## src/rtl/clock_pkg.sv

```systemverilog
// Shared definitions for the clock front end: repeat FSM states and default
// board timing constants used by the button conditioner and the tick prescaler.
package clock_pkg;

   typedef enum logic [1:0] {
      IDLE   = 2'd0,
      DELAY  = 2'd1,
      REPEAT = 2'd2
   } rpt_state_e;

   localparam int unsigned CLK_FREQ_HZ         = 1_000_000;
   localparam int unsigned DEBOUNCE_CYCLES_DEF = 50_000;
   localparam int unsigned REPEAT_DELAY_DEF    = 5_000_000;
   localparam int unsigned REPEAT_PERIOD_DEF   = 1_000_000;

   function automatic int unsigned max_u(input int unsigned a, input int unsigned b);
      return (a > b) ? a : b;
   endfunction

endpackage

```

## src/rtl/btn_debounce.sv

```systemverilog
// One pushbutton channel: 2-FF synchroniser, counter debounce, debounced level
// and a combinational rise flag for the registered press pulse upstream.
module btn_debounce
   import clock_pkg::*;
#(
   parameter int unsigned DEBOUNCE_CYCLES = DEBOUNCE_CYCLES_DEF
) (
   input  logic i_clk,
   input  logic i_rst_n,
   input  logic i_raw,
   output logic o_lvl,
   output logic o_rise_c
);

   localparam int unsigned    CW       = $clog2(DEBOUNCE_CYCLES);
   localparam logic [CW-1:0]  CNT_LAST = CW'(DEBOUNCE_CYCLES - 1);

   logic          s1_q, s1_d;
   logic          s2_q, s2_d;
   logic          stable_q, stable_d;
   logic          prev_q, prev_d;
   logic [CW-1:0] cnt_q, cnt_d;

   // A change is accepted only after s2 has disagreed with stable for a full run.
   always_comb begin
      s1_d     = i_raw;
      s2_d     = s1_q;
      stable_d = stable_q;
      prev_d   = stable_q;
      cnt_d    = cnt_q;
      if (s2_q == stable_q) begin
         cnt_d = '0;
      end else if (cnt_q == CNT_LAST) begin
         stable_d = s2_q;
         cnt_d    = '0;
      end else begin
         cnt_d = cnt_q + CW'(1);
      end
   end

   always_ff @(posedge i_clk) begin
      if (!i_rst_n) begin
         s1_q     <= 1'b0;
         s2_q     <= 1'b0;
         stable_q <= 1'b0;
         prev_q   <= 1'b0;
         cnt_q    <= '0;
      end else begin
         s1_q     <= s1_d;
         s2_q     <= s2_d;
         stable_q <= stable_d;
         prev_q   <= prev_d;
         cnt_q    <= cnt_d;
      end
   end

   assign o_lvl    = stable_q;
   assign o_rise_c = stable_q & ~prev_q;

endmodule

```

## src/rtl/button_conditioner.sv

```systemverilog
// Conditions the raw set/up pushbuttons for the clock control FSM; the up
// channel adds hold-to-auto-repeat on top of its debounced press pulse.
module button_conditioner
   import clock_pkg::*;
#(
   parameter int unsigned DEBOUNCE_CYCLES = DEBOUNCE_CYCLES_DEF,
   parameter int unsigned REPEAT_DELAY    = REPEAT_DELAY_DEF,
   parameter int unsigned REPEAT_PERIOD   = REPEAT_PERIOD_DEF
) (
   input  logic i_clk,
   input  logic i_rst_n,
   input  logic i_set,
   input  logic i_up,
   output logic o_set_lvl,
   output logic o_set_pulse,
   output logic o_up_lvl,
   output logic o_up_pulse
);

   localparam int unsigned   RW          = $clog2(max_u(REPEAT_DELAY, REPEAT_PERIOD));
   localparam logic [RW-1:0] DELAY_LAST  = RW'(REPEAT_DELAY - 1);
   localparam logic [RW-1:0] PERIOD_LAST = RW'(REPEAT_PERIOD - 1);

   logic          set_lvl, set_rise_c;
   logic          up_lvl, up_rise_c;
   logic          set_pulse_q, set_pulse_d;
   logic          up_pulse_q, up_pulse_d;
   rpt_state_e    state_q, state_d;
   logic [RW-1:0] rcnt_q, rcnt_d;

   btn_debounce #(.DEBOUNCE_CYCLES(DEBOUNCE_CYCLES)) u_set_db (
      .i_clk    (i_clk),
      .i_rst_n  (i_rst_n),
      .i_raw    (i_set),
      .o_lvl    (set_lvl),
      .o_rise_c (set_rise_c)
   );

   btn_debounce #(.DEBOUNCE_CYCLES(DEBOUNCE_CYCLES)) u_up_db (
      .i_clk    (i_clk),
      .i_rst_n  (i_rst_n),
      .i_raw    (i_up),
      .o_lvl    (up_lvl),
      .o_rise_c (up_rise_c)
   );

   // Release wins over any repeat expiry landing on the same cycle.
   always_comb begin
      state_d     = state_q;
      rcnt_d      = rcnt_q;
      up_pulse_d  = 1'b0;
      set_pulse_d = set_rise_c;
      if (!up_lvl) begin
         state_d = IDLE;
         rcnt_d  = '0;
      end else begin
         unique case (state_q)
            IDLE: begin
               if (up_rise_c) begin
                  up_pulse_d = 1'b1;
                  rcnt_d     = '0;
                  state_d    = DELAY;
               end
            end
            DELAY: begin
               if (rcnt_q == DELAY_LAST) begin
                  up_pulse_d = 1'b1;
                  rcnt_d     = '0;
                  state_d    = REPEAT;
               end else begin
                  rcnt_d = rcnt_q + RW'(1);
               end
            end
            REPEAT: begin
               if (rcnt_q == PERIOD_LAST) begin
                  up_pulse_d = 1'b1;
                  rcnt_d     = '0;
               end else begin
                  rcnt_d = rcnt_q + RW'(1);
               end
            end
            default: begin
               state_d = IDLE;
               rcnt_d  = '0;
            end
         endcase
      end
   end

   always_ff @(posedge i_clk) begin
      if (!i_rst_n) begin
         state_q     <= IDLE;
         rcnt_q      <= '0;
         set_pulse_q <= 1'b0;
         up_pulse_q  <= 1'b0;
      end else begin
         state_q     <= state_d;
         rcnt_q      <= rcnt_d;
         set_pulse_q <= set_pulse_d;
         up_pulse_q  <= up_pulse_d;
      end
   end

   assign o_set_lvl   = set_lvl;
   assign o_up_lvl    = up_lvl;
   assign o_set_pulse = set_pulse_q;
   assign o_up_pulse  = up_pulse_q;

endmodule

```

## config.mk

```make
export PLATFORM = sky130hd
export DESIGN_NAME = button_conditioner
export DESIGN_NICKNAME = d
export VERILOG_FILES = /design/src/rtl/clock_pkg.sv /design/src/rtl/btn_debounce.sv /design/src/rtl/button_conditioner.sv
export SDC_FILE = /design/constraint.sdc
export NUM_CORES = 1
export LEC_CHECK = 0
export CAP_MARGIN = 20
export CORE_MARGIN = 2
export CORE_UTILIZATION = 65
export CTS_BUF_LIST = sky130_fd_sc_hd__clkbuf_16
export DETAILED_ROUTE_END_ITERATION = 12
export GPL_TIMING_DRIVEN = 0
export PLACE_DENSITY_LB_ADDON = 0.15
export SYNTH_ARGS = -nofsm -noshare
export SYNTH_HDL_FRONTEND = slang
export SYNTH_SLANG_ARGS = --single-unit
export TNS_END_PERCENT = 50
```

## constraint.sdc

```tcl
create_clock -name i_clk -period 3.04 [get_ports i_clk]
set_input_delay 0.608 -clock i_clk [delete_from_list [all_inputs] [get_ports i_clk]]
set_output_delay 0.608 -clock i_clk [all_outputs]
set_load 0.01 [all_outputs]
```

== After elaboration in Yosys (flattened, before gate mapping) ==
Index checks and enable logic that the tools add are counted.
Cells by class
  eq/ne operators: 10
  muxes and demuxes: 11
  bitwise operators: 8
  reduce and logical (&&, ||, !) cells: 7
  add/subtract/negate cells: 3
Operator list (count)
  23-bit two-way mux: 3
  23-bit case mux with 3 select lines: 1
  16-bit by 1-bit adder with 16-bit output (second input constant): 2
  16-bit == test (second input constant): 2
  23-bit by 1-bit adder with 23-bit output (second input constant): 1
  23-bit by 20-bit == test with 1-bit output (second input constant): 1
  23-bit == test (second input constant): 1
  1-bit inverter: 6
  2-bit case mux with 3 select lines: 1
  2-bit AND reduction: 3
  3-bit OR reduction: 2
  2-bit two-way mux: 2
  1-bit two-way mux: 3
  1-bit case mux with 3 select lines: 1
  3-bit AND reduction: 1
  1-bit AND: 2
  1-bit == test: 2
  2-bit by 1-bit == test with 1-bit output (second input constant): 1
  2-bit == test (second input constant): 1
  2-bit zero test: 1
  2-bit by 1-bit inequality test with 1-bit output (second input constant): 1
  2-bit inequality test (second input constant): 1
Storage, ports and cells
  output and inout bits: 4
  input bits: 4
  logic and storage cells: 53
  register bits after elaboration: 67

== Depth between registers and ports, before layout ==
Gate-level depths: netlist (run 1).
  depth after elaboration: 4
  mapped depth: 7
  mapped depth without buffers: 6

== Cells and area by module ==
From an unflattened synthesis (run 1), not the netlist that was laid out.
Unflattened totals
  cell total of the unflattened synthesis: 406
  area total of the unflattened synthesis: 3440.8 sq um
By module, submodules not included
  btn_debounce: cells an instance 97, seq. area each 400.4 sq um, area an instance 894.6 sq um, instances 2
  button_conditioner: cells an instance 212, seq. area each 540.5 sq um, area an instance 1651.6 sq um, instances 1

== Worst setup path after synthesis (run 1) ==
No wires, ideal clock.
  path type: reg2reg
  from: register rcnt_q[0]
  to: register rcnt_q[14]
  clock period less this slack: 1800 ps
  stages on the path, launching flop included: 8
  setup time: 115 ps
  arrival: 1685 ps
  path buffers: 1
  required time: 2925 ps
  slack: 1240 ps
  cell sequence: dfxtp_1 -> ha_1 -> nor3b_1 -> and4b_2 -> a21oi_1 -> o31ai_4 -> buf_6 -> nor2_1
On the way
  word-level cells in the longest chain between the ends: 3
  elaborated cells between the ends (all ways): 6
  those cells by class: 1 x add/sub; 2 x eq/ne; 3 x mux
Ends and longest elaborated chain
  from (decl): RTL line button_conditioner.sv:29  | logic [RW-1:0] rcnt_q, rcnt_d;
  from (signal assigned): RTL line button_conditioner.sv:98  | rcnt_q <= rcnt_d;
  23-bit by 1-bit adder with 23-bit output, or another cell as far along: RTL line button_conditioner.sv:71, button_conditioner.sv:79
  23-bit two-way mux (on tied branches): RTL line button_conditioner.sv:75, button_conditioner.sv:66
  23-bit case mux with 3 select lines *: RTL line button_conditioner.sv:57  | unique case (state_q)
Mark *: on every way between the ends. The rest lies on a longest branch, timed or not.
A chain may end at the register's enable or synchronous reset.

== Worst setup path after layout (run 1) ==
  from: register rcnt_q[7]
  to: register rcnt_q[19]
Same word-level chain as after synthesis.

==> results of run 1 <==
## path summary, 6_finish.rpt
| kind | to | slack (ps) |
|---|---|---|
| worst max register to register | rcnt_q[19] | 840 |
| worst min-delay path | o_set_pulse | 390 |
| worst max-delay path | rcnt_q[19] | 840 |
| worst min register to register | o_set_pulse | 390 |
## layout make-up
cell class | instances | area [um^2]
multi-input cells | 258 | 1590
flip-flops and latches | 67 | 1340
fillers | 308 | 1010
clock buffers | 9 | 225
well taps | 52 | 65.1
repair buffers | 6 | 60.1
clock inverters | 7 | 52.6
inverters | 11 | 41.3
plain buffers | 5 | 30.0
## worst max-delay path: stages (launching register included)
cell     delay (ps)
dfxtp_1         360
nor4b_1         450
and4b_2         360
a21oi_1         200
o31ai_4         460
buf_6           210
nor2_1           60
## where the power goes
group	total, W	leakage (nW)	switching [W]	internal (W)
sequential	0.000884	0.540	0.00000174	0.000882
clock	0.000971	0.146	0.000354	0.000616
combinational	0.0000119	0.451	0.00000652	0.00000540
## per-layer routing
layer | GRT usage (%) | share of wire (%)
met1 | 32.4 | 46
met2 | 42.6 | 48
met3 | 8.61 | 5.0
met4 | 9.22 | 1.8
met5 | 0 | 0
## cells in the final DEF (no fill, tap or decap), drive strengths merged, types with 3 or more instances in the layout
| cell type | Yosys | layout |
|---|---|---|
| ha | 7 | 7 |
| clkdlybuf4s50 | 0 | 6 |
| nor4 | 4 | 4 |
| o21ai | 3 | 3 |
| xnor2 | 19 | 19 |
| nand4 | 16 | 16 |
| nand2 | 28 | 28 |
| clkinv | 1 | 4 |
| nor3 | 11 | 11 |
| a21oi | 8 | 8 |
| xor2 | 29 | 29 |
| dfxtp | 67 | 67 |
| clkbuf | 3 | 12 |
| a211oi | 3 | 3 |
| and2 | 7 | 7 |
| and3 | 4 | 4 |
| inv | 10 | 13 |
| and4 | 6 | 6 |
| nor4b | 3 | 3 |
| nor2b | 4 | 4 |
| o22ai | 3 | 3 |
| nor2 | 64 | 64 |
| nand3 | 21 | 21 |
## through the flow
step	cell area, um^2	hold WS (ps)	utilization (%)	total power, W
after floorplan	3000	367	-	0.000909
after global placement	3130	374	70.9	0.000914
after detailed placement	3130	378	70.9	0.000914
after CTS	3410	390	77.2	0.00187
after global routing	3410	397	77.2	0.00192
final	3410	390	77.2	0.00187
## Yosys cell counts
library cell	count
a2111oi_0	1
a21oi_2	1
nand2b_1	2
a22o_1	1
o311ai_0	1
nor3b_1	1
nand2_1	28
and2_2	1
and4_1	6
o31ai_4	1
clkinv_1	1
and2_1	6
o22ai_1	3
nand4_4	1
inv_1	10
clkbuf_1	3
o31ai_1	1
a21boi_0	1
nor2_1	64
ha_1	7
nand3_1	21
nor3_1	11
and3_1	4
xor2_1	29
and4b_2	1
buf_6	1
buf_4	1
or3_1	1
o211ai_1	1
nor4bb_1	1
o41ai_1	1
o21ai_0	3
nand4_1	15
xnor2_1	19
dfxtp_1	67
nor2b_1	4
nor4b_1	3
a211oi_1	3
a31oi_1	1
a21oi_1	7
o311a_1	1
nor4_1	4
mux2i_1	2
## kinds of logic (layout without fill, tap and decap cells)
group	Yosys count	in the layout	share of synthesized area [%]
AO/OA/AOI/OAI	27	27	6.50
XOR/XNOR	48	48	14.0
adder cells (fa/ha/maj)	7	7	2.92
buffers and inverters	16	38	2.38
flip-flops	67	67	44.7
multiplexers	2	2	0.667
AND/OR/NAND/NOR	174	174	28.9
## flip-flops by register name (all words and copies together) (netlist names)
signal / flops
u_up_db.s1_q: 1
o_up_pulse: 1
u_up_db.cnt_q: 16
u_set_db.o_lvl: 1
u_set_db.prev_q: 1
state_q: 2
o_set_pulse: 1
u_set_db.s2_q: 1
u_up_db.prev_q: 1
u_up_db.o_lvl: 1
u_set_db.cnt_q: 16
rcnt_q: 23
u_set_db.s1_q: 1
u_up_db.s2_q: 1
==> run_results.csv, run 1 <==
group,metric,value,unit
outcome,status,"finished clean",
power,p_leak,1.14,nW
grt,grt_pass1_wl,10.6,mm
floorplan,core_area,4410,um^2
timing,worstMarginPinSlew,941,ps
synth,avgSynthCellArea,8.81,um^2
min_path,hold_path_depth,1,
clocking,clock-sinks,67,
placement,dp_hpwl,3.81,mm
power,max-vdd-ir-drop,0.460,mV
placement,pre_cts_slack,885,ps
grt,grt_pass1_vias,2358,
detailed_routing,routed_wl,5.94,mm
detailed_routing,avgViaCountPerCell,5.80,
final_layout,instances_no_fill,415,
floorplan,start_util,68.0,%
synth,netlist.area_leader.share,44.7,%
detailed_routing,ant_nets,0,
detailed_routing,wl_per_cell,14.3,um
grt,grt_use_total,26.1,%
timing,period_share,72.5,%
run,drv_cap,0,
detailed_routing,via_count,2409,
synth,syn_area,3000,um^2
placement,portBuffers,6,
critical_path,required,3260,ps
timing,fin_crit,2200,ps
clocking,worst_skew_pair.late_latency,330,ps
timing,finalSetupViolations,0,
floorplan,io_pins,8,
clocking,post_cts.repair.setup_buffers,0,
final_layout,nets,369,
floorplan,die_y,72.0,um
synth,synth_area_leaders,"dfxtp_1 (45%), xor2_1 (8.5%), nor2_1 (8.0%), xnor2_1 (5.5%), nand2_1 (3.5%)",
clocking,cts_buffers,9,
placement,place_congestion,0.876,
synth,synth_cell_types,43,
final_layout,drive_above_1_share,4.68,%
critical_path,worst-r2r-cell-count,6,
synth,synth_area_leader_cell,"dfxtp_1",
timing,maxSlewHeadroom,36.9,%
clocking,cts.clk_slew.worst_paths,50,ps
timing,fmax,454,MHz
clocking,ctsRootBufferMaster,"clkbuf_16",
clocking,htreeDepth,3,
floorplan,die-area,5180,um^2
detailed_routing,drc,0,
critical_path,crit_path_end_kind,"flip-flop",
grt,overflow,0,
clocking,clk_path_buf_depth,2,
critical_path,crit_fanout,10,
floorplan,die_w,72.0,um
timing,drv_slew,0,
floorplan,rows,24,
clocking,post_cts_resized,0,
critical_path,startpoint,"rcnt_q[7]",
final_layout,num_antenna_cells,0,
timing,fin_tns_setup,0,ps
clocking,holdBufCountCts,0,
timing,fin_ws,836,ps
timing,clock_skew,6.81,ps
timing,hold_viol,0,
min_path,hold_path_startpoint,"u_set_db.prev_q",
critical_path,critical_path_arrival,2420,ps
synth,yosys_warnings,0,
min_path,hp-class,"flip-flop to flip-flop",
synth,ys_ff_latch,67,
grt,grt_max_degree,11,
synth,synth_seq_area_share,44.7,%
grt,grt_antenna_before_repair,0,
synth,syn_inst,341,
placement,dp.cells,399,
synth,synth_nets,352,
final_layout,area_growth,13.4,%
critical_path,rr_startpoint,"rcnt_q[7]",
critical_path,startpoint_type,"flip-flop",
detailed_routing,drtIter0Drc,187,
detailed_routing,dr.pass1.iters,4,
clocking,cts_tree,"built",
critical_path,critical_path_class,"flip-flop to flip-flop",
timing,rsz0062_at_grt,"no",
power,powerDensity,548,nW/um^2
No activity file was read; power rests on OpenSTA's default activity.
==> inputs of run 2 (changes only) <==
--- a/config.mk
+++ b/config.mk
@@ -7,7 +7,7 @@
 export LEC_CHECK = 0
 export CAP_MARGIN = 20
 export CORE_MARGIN = 2
-export CORE_UTILIZATION = 65
+export CORE_UTILIZATION = 61
 export CTS_BUF_LIST = sky130_fd_sc_hd__clkbuf_16
 export DETAILED_ROUTE_END_ITERATION = 12
 export GPL_TIMING_DRIVEN = 0
==> constraint.sdc (replaced) <==
create_clock -name i_clk -period 2.3 [get_ports i_clk]
set_input_delay 0.46 -clock i_clk [delete_from_list [all_inputs] [get_ports i_clk]]
set_output_delay 0.46 -clock i_clk [all_outputs]
set_load 0.01 [all_outputs]
==> run 2 against run 1 <==
Critical path depth up 1. First-iteration DRC count down 14%. Worst hold slack worse by 13 ps. Setup slack worse by 730 ps. Sequential power up 32%.
==> run_results.csv, run 2 (synthesis results as in run 1) <==
group,metric,value,unit
final_layout,area_growth,15.1,%
final_layout,finish.instance_area,3460,um^2
timing,clock_skew,4.30,ps
timing,hold_viol,0,
detailed_routing,dr.pass1.iters,4,
grt,grt_use_total,23.9,%
final_layout,nets,367,
grt,grt_pass1_vias,2286,
timing,rsz0062_at_grt,"no",
floorplan,rows,25,
floorplan,core_area,4720,um^2
timing,worstMarginPinSlew,821,ps
placement,placed_area,3150,um^2
critical_path,startpoint_type,"flip-flop",
timing,maxSlewHeadroom,44.9,%
critical_path,crit_fanout,10,
detailed_routing,via_count,2390,
detailed_routing,drtIter0Drc,161,
grt,use_met2,38.9,%
placement,portBuffers,6,
grt,busiest_layer,"met2",
timing,drv_slew,0,
final_layout,num_antenna_cells,0,
clocking,cts_buffers,9,
clocking,cts_tree,"built",
grt,grt_antenna_before_repair,0,
grt,overflow,0,
critical_path,critical_path_class,"flip-flop to flip-flop",
floorplan,start_util,63.6,%
final_layout,largest-register,"rcnt_q",
final_layout,finalCoreUtilization,73.2,%
floorplan,die_w,74.2,um
clocking,post_cts.repair.setup_buffers,0,
timing,finalSetupViolations,0,
timing,period_share,95.5,%
timing,fin_hold_ws,378,ps
clocking,ctsRootBufferMaster,"clkbuf_16",
placement,dp_hpwl,3.83,mm
timing,fmax,455,MHz
placement,pre_cts_slack,160,ps
floorplan,die-area,5500,um^2
clocking,worst_skew_pair.late_latency,330,ps
final_layout,final_common_cell,"dfxtp_1",
grt,grtUsageMet1,29.3,%
clocking,clock-sinks,67,
clocking,cts.clk_slew.worst_paths,60,ps
power,powerDensity,754,nW/um^2
power,intPower,0.00211,W
grt,grt_pass1_wl,9.95,mm
detailed_routing,ant_nets,0,
power,switching_power,0.000501,W
power,p_leak,1.14,nW
detailed_routing,drc,0,
run,drv_cap,0,
floorplan,die_y,74.2,um
clocking,htreeDepth,3,
grt,use_met3,7.05,%
final_layout,drive_above_1_share,6.09,%
grt,grt_max_degree,12,
min_path,hold_path_depth,1,
clocking,clk_path_buf_depth,2,
power,clock_power_share,54.6,%
clocking,holdBufCountCts,0,
detailed_routing,avgViaCountPerCell,5.58,
power,max-vdd-ir-drop,0.533,mV
placement,place_congestion,0.852,
timing,fin_crit,2200,ps
power,seqPwrFrac,44.8,%
critical_path,worst-r2r-cell-count,7,
outcome,status,"finished clean",
detailed_routing,wl_per_cell,13.8,um
power,comb_power_share,0.6,%
critical_path,critical_path_arrival,2410,ps
final_layout,top_regs,"rcnt_q: 23 flops, u_set_db.cnt_q: 16 flops, u_up_db.cnt_q: 16 flops",
power,p_sw_share,19.2,%
timing,fin_tns_setup,0,ps
min_path,hp-class,"flip-flop to flip-flop",
critical_path,required,2510,ps
timing,fin_ws,103,ps
floorplan,io_pins,8,
final_layout,largest_register_ffs,23,
critical_path,crit_path_end_kind,"flip-flop",
final_layout,final_cell_mix,"dfxtp_1 (67), nor2_1 (64), xor2_1 (29)",
detailed_routing,routed_wl,5.89,mm
## run 2: cell count changes in the layout (fill, tap and decap cells not counted), sizes merged
cell / change
clkbuf: -2
clkinvlp: +1
bufinv: +1
inv: -2
## run 2: timing repair
action                     CTS  global route
hold endpoints to repair     0             0
gates resized for setup      0             2
setup endpoints to repair    0            26
## run 2: layer usage
layer  wire length (um)  up-vias
met4                110        0
met2               2800       57
li1                   -     1206
met1               2700     1117
met5                  0        -
met3                284       10
## run 2: worst paths after layout
path	from	to	slack, ps
max	rcnt_q[0]	rcnt_q[14]	100
min	u_set_db.prev_q	o_set_pulse	380
max reg2reg	rcnt_q[0]	rcnt_q[14]	100
min reg2reg	u_set_db.prev_q	o_set_pulse	380
## run 2: stage by stage
stage                     total power (W)  std cells
after global placement            0.00121        414
after floorplan                   0.00120        341
final                             0.00261        428
after global routing              0.00267        428
after CTS                         0.00262        430
after detailed placement          0.00121        414
## run 2: layout make-up
| cell class | instances | area (um^2) |
|---|---|---|
| sequential | 67 | 1340 |
| clock inverter | 7 | 83.8 |
| fill | 367 | 1270 |
| timing repair buffer | 6 | 60.1 |
| tap | 67 | 83.8 |
| buffer | 3 | 22.5 |
| clock buffer | 9 | 225 |
| inverter | 11 | 41.3 |
| multi-input combinational | 258 | 1600 |
## run 2: critical path, cell delays in order (launching register included)
cell     delay [ps]
dfxtp_1         420
ha_1            250
nor3b_1         190
and4b_2         320
a21oi_2         130
o31ai_4         500
buf_6           210
nor2_1           60
## run 2: power groups by stage
stage          Sequential (W)  Combinational [W]  Clock [W]
6_report              0.00117          0.0000152    0.00142
5_1_grt               0.00117          0.0000176    0.00149
3_3_place_gp          0.00119          0.0000158          0
2_1_floorplan         0.00119         0.00000964          0
3_5_place_dp          0.00119          0.0000160          0
4_1_cts               0.00117          0.0000161    0.00144
==> inputs of run 3 (changes only) <==
--- a/config.mk
+++ b/config.mk
@@ -10,7 +10,6 @@
 export CORE_UTILIZATION = 61
 export CTS_BUF_LIST = sky130_fd_sc_hd__clkbuf_16
 export DETAILED_ROUTE_END_ITERATION = 12
-export GPL_TIMING_DRIVEN = 0
 export PLACE_DENSITY_LB_ADDON = 0.15
 export SYNTH_ARGS = -nofsm -noshare
 export SYNTH_HDL_FRONTEND = slang
==> constraint.sdc (replaced) <==
create_clock -name i_clk -period 2.5 [get_ports i_clk]
set_input_delay 0.5 -clock i_clk [delete_from_list [all_inputs] [get_ports i_clk]]
set_output_delay 0.5 -clock i_clk [all_outputs]
set_load 0.01 [all_outputs]
==> run 3 against run 2 <==
Critical endpoint is now rcnt_q[12]. Final cell count is 0.23% higher. Critical path depth is the same. Cell area fell by 0.72%. Sequential power down 8%. Fmax up 9.6%. Largest cell class unchanged. Sequential cell count unchanged. Sequential share of layout area is 0.28 points higher.
==> run_results.csv, run 3 (synthesis results as in run 1) <==
group,metric,value,unit
power,powerDensity,659,nW/um^2
timing,fin_tns_setup,0,ps
final_layout,largest-register,"rcnt_q",
placement,portBuffers,7,
critical_path,path_buf_inv,1,
critical_path,crit_path_end_kind,"flip-flop",
timing,fmax,499,MHz
critical_path,critPathTopFamily,"simple AND/OR/NAND/NOR gates",
floorplan,rows,25,
timing,clock_skew,4.76,ps
clocking,htreeDepth,3,
clocking,post_cts_resized,0,
final_layout,top_regs,"rcnt_q: 23 flops, u_set_db.cnt_q: 16 flops, u_up_db.cnt_q: 16 flops",
detailed_routing,wl_per_cell,12.9,um
timing,rsz0062_at_grt,"no",
floorplan,core_area,4720,um^2
final_layout,final_cell_mix,"dfxtp_1 (67), nor2_1 (64), xor2_1 (29)",
critical_path,required,2710,ps
run,drv_cap,0,
detailed_routing,avgViaCountPerCell,5.48,
power,max-vdd-ir-drop,0.422,mV
critical_path,critical_path_class,"flip-flop to flip-flop",
grt,grt_use_total,21.9,%
timing,fin_hold_ws,389,ps
final_layout,num_antenna_cells,0,
floorplan,die-area,5500,um^2
final_layout,nets,369,
clocking,post_cts.repair.setup_buffers,0,
min_path,hp-class,"flip-flop to flip-flop",
detailed_routing,via_count,2353,
critical_path,worst-r2r-cell-count,7,
clocking,cts.clk_slew.worst_paths,50,ps
outcome,status,"finished clean",
min_path,hold_path_startpoint,"u_set_db.prev_q",
detailed_routing,drtIter0Drc,161,
detailed_routing,dr.pass1.iters,4,
detailed_routing,routed_wl,5.54,mm
critical_path,crit_slowest_cell,"dfxtp_1",
clocking,holdBufCountCts,0,
timing,period_share,80.2,%
placement,pre_cts_slack,525,ps
floorplan,die_w,74.2,um
placement,placed_area,3160,um^2
clocking,clk_path_buf_depth,2,
grt,grt_antenna_before_repair,0,
critical_path,crit_chain,"ha_1 -> nor3b_1 -> and4b_2 -> a21oi_1 -> o31ai_4 -> buf_4 -> nor2_1",
floorplan,die_y,74.2,um
clocking,ctsRootBufferMaster,"clkbuf_16",
clocking,cts_tree,"built",
critical_path,critical_path_arrival,2220,ps
final_layout,drive_above_1_share,5.52,%
floorplan,start_util,63.6,%
grt,grt_pass1_wl,9.21,mm
final_layout,area_growth,14.3,%
min_path,hold_path_depth,1,
timing,drv_slew,0,
detailed_routing,ant_nets,0,
grt,grt_max_degree,19,
critical_path,crit_fanout,18,
placement,dp_hpwl,3.73,mm
clocking,cts_buffers,9,
critical_path,reg2reg_slack,500,ps
final_layout,final_common_cell,"dfxtp_1",
final_layout,finish.instance_area,3430,um^2
timing,fin_ws,495,ps
detailed_routing,drc,0,
timing,maxSlewHeadroom,57.9,%
timing,hold_viol,0,
final_layout,instances_no_fill,429,
final_layout,largest_register_ffs,23,
critical_path,crit-reg2reg-capture,"rcnt_q[12]",
grt,grt_pass1_vias,2114,
grt,overflow,0,
clocking,worst_skew_pair.late_latency,330,ps
clocking,clock-sinks,67,
floorplan,io_pins,8,
placement,place_congestion,0.884,
placement,dp.cells,414,
critical_path,rr_startpoint,"rcnt_q[0]",
min_path,min_to,"o_set_pulse",
power,p_leak,1.14,nW
critical_path,startpoint_type,"flip-flop",
critical_path,cpPeakStageDelay,400,ps
timing,finalSetupViolations,0,
timing,fin_crit,2000,ps
timing,worstMarginPinSlew,627,ps
## run 3: power by group
group          internal (W)  switching (W)  total (W)
clock              0.000749       0.000421    0.00117
sequential          0.00107     0.00000186    0.00108
combinational    0.00000828     0.00000807  0.0000164
total               0.00183       0.000431    0.00226
## run 3: metal layers
layer,track usage [%],vias up,wire (um)
met1,26.1,1093,2630
met5,0,-,0
li1,-,1207,-
met2,36.4,36,2570
met3,4.61,17,170
met4,12.9,0,169
## run 3: how the worst max path moves through the flow
stage          cells after the start      start    endpoint  slack (ps)
2_1_floorplan                      7  rcnt_q[0]  rcnt_q[14]         700
3_3_place_gp                       7  rcnt_q[0]   rcnt_q[5]         530
3_5_place_dp                       7  rcnt_q[0]   rcnt_q[5]         530
4_1_cts                            7  rcnt_q[0]   rcnt_q[7]         510
5_1_grt                            7  rcnt_q[0]  rcnt_q[11]         320
6_report                           7  rcnt_q[0]  rcnt_q[12]         500
## run 3: area by class of cell
class | instances | area [um^2]
Multi-Input combinational cell | 258 | 1590
Fill cell | 361 | 1290
Timing Repair Buffer | 11 | 100
Clock buffer | 9 | 225
Inverter | 11 | 41.3
Tap cell | 67 | 83.8
Sequential cell | 67 | 1340
Clock inverter | 6 | 50.0
## run 3: worst register-to-register path, stage by stage, from the launching register on
cell	delay, ps
dfxtp_1	400
ha_1	230
nor3b_1	190
and4b_2	310
a21oi_1	200
o31ai_4	220
buf_4	260
nor2_1	80
## run 3: per-stage QoR
| stage | power, W | utilization, % |
|---|---|---|
| 2_1_floorplan | 0.00111 | - |
| 3_3_place_gp | 0.00111 | 66.8 |
| 4_1_cts | 0.00227 | 72.7 |
| 6_report | 0.00226 | 72.7 |
| 3_5_place_dp | 0.00111 | 66.8 |
| 5_1_grt | 0.00231 | 72.7 |
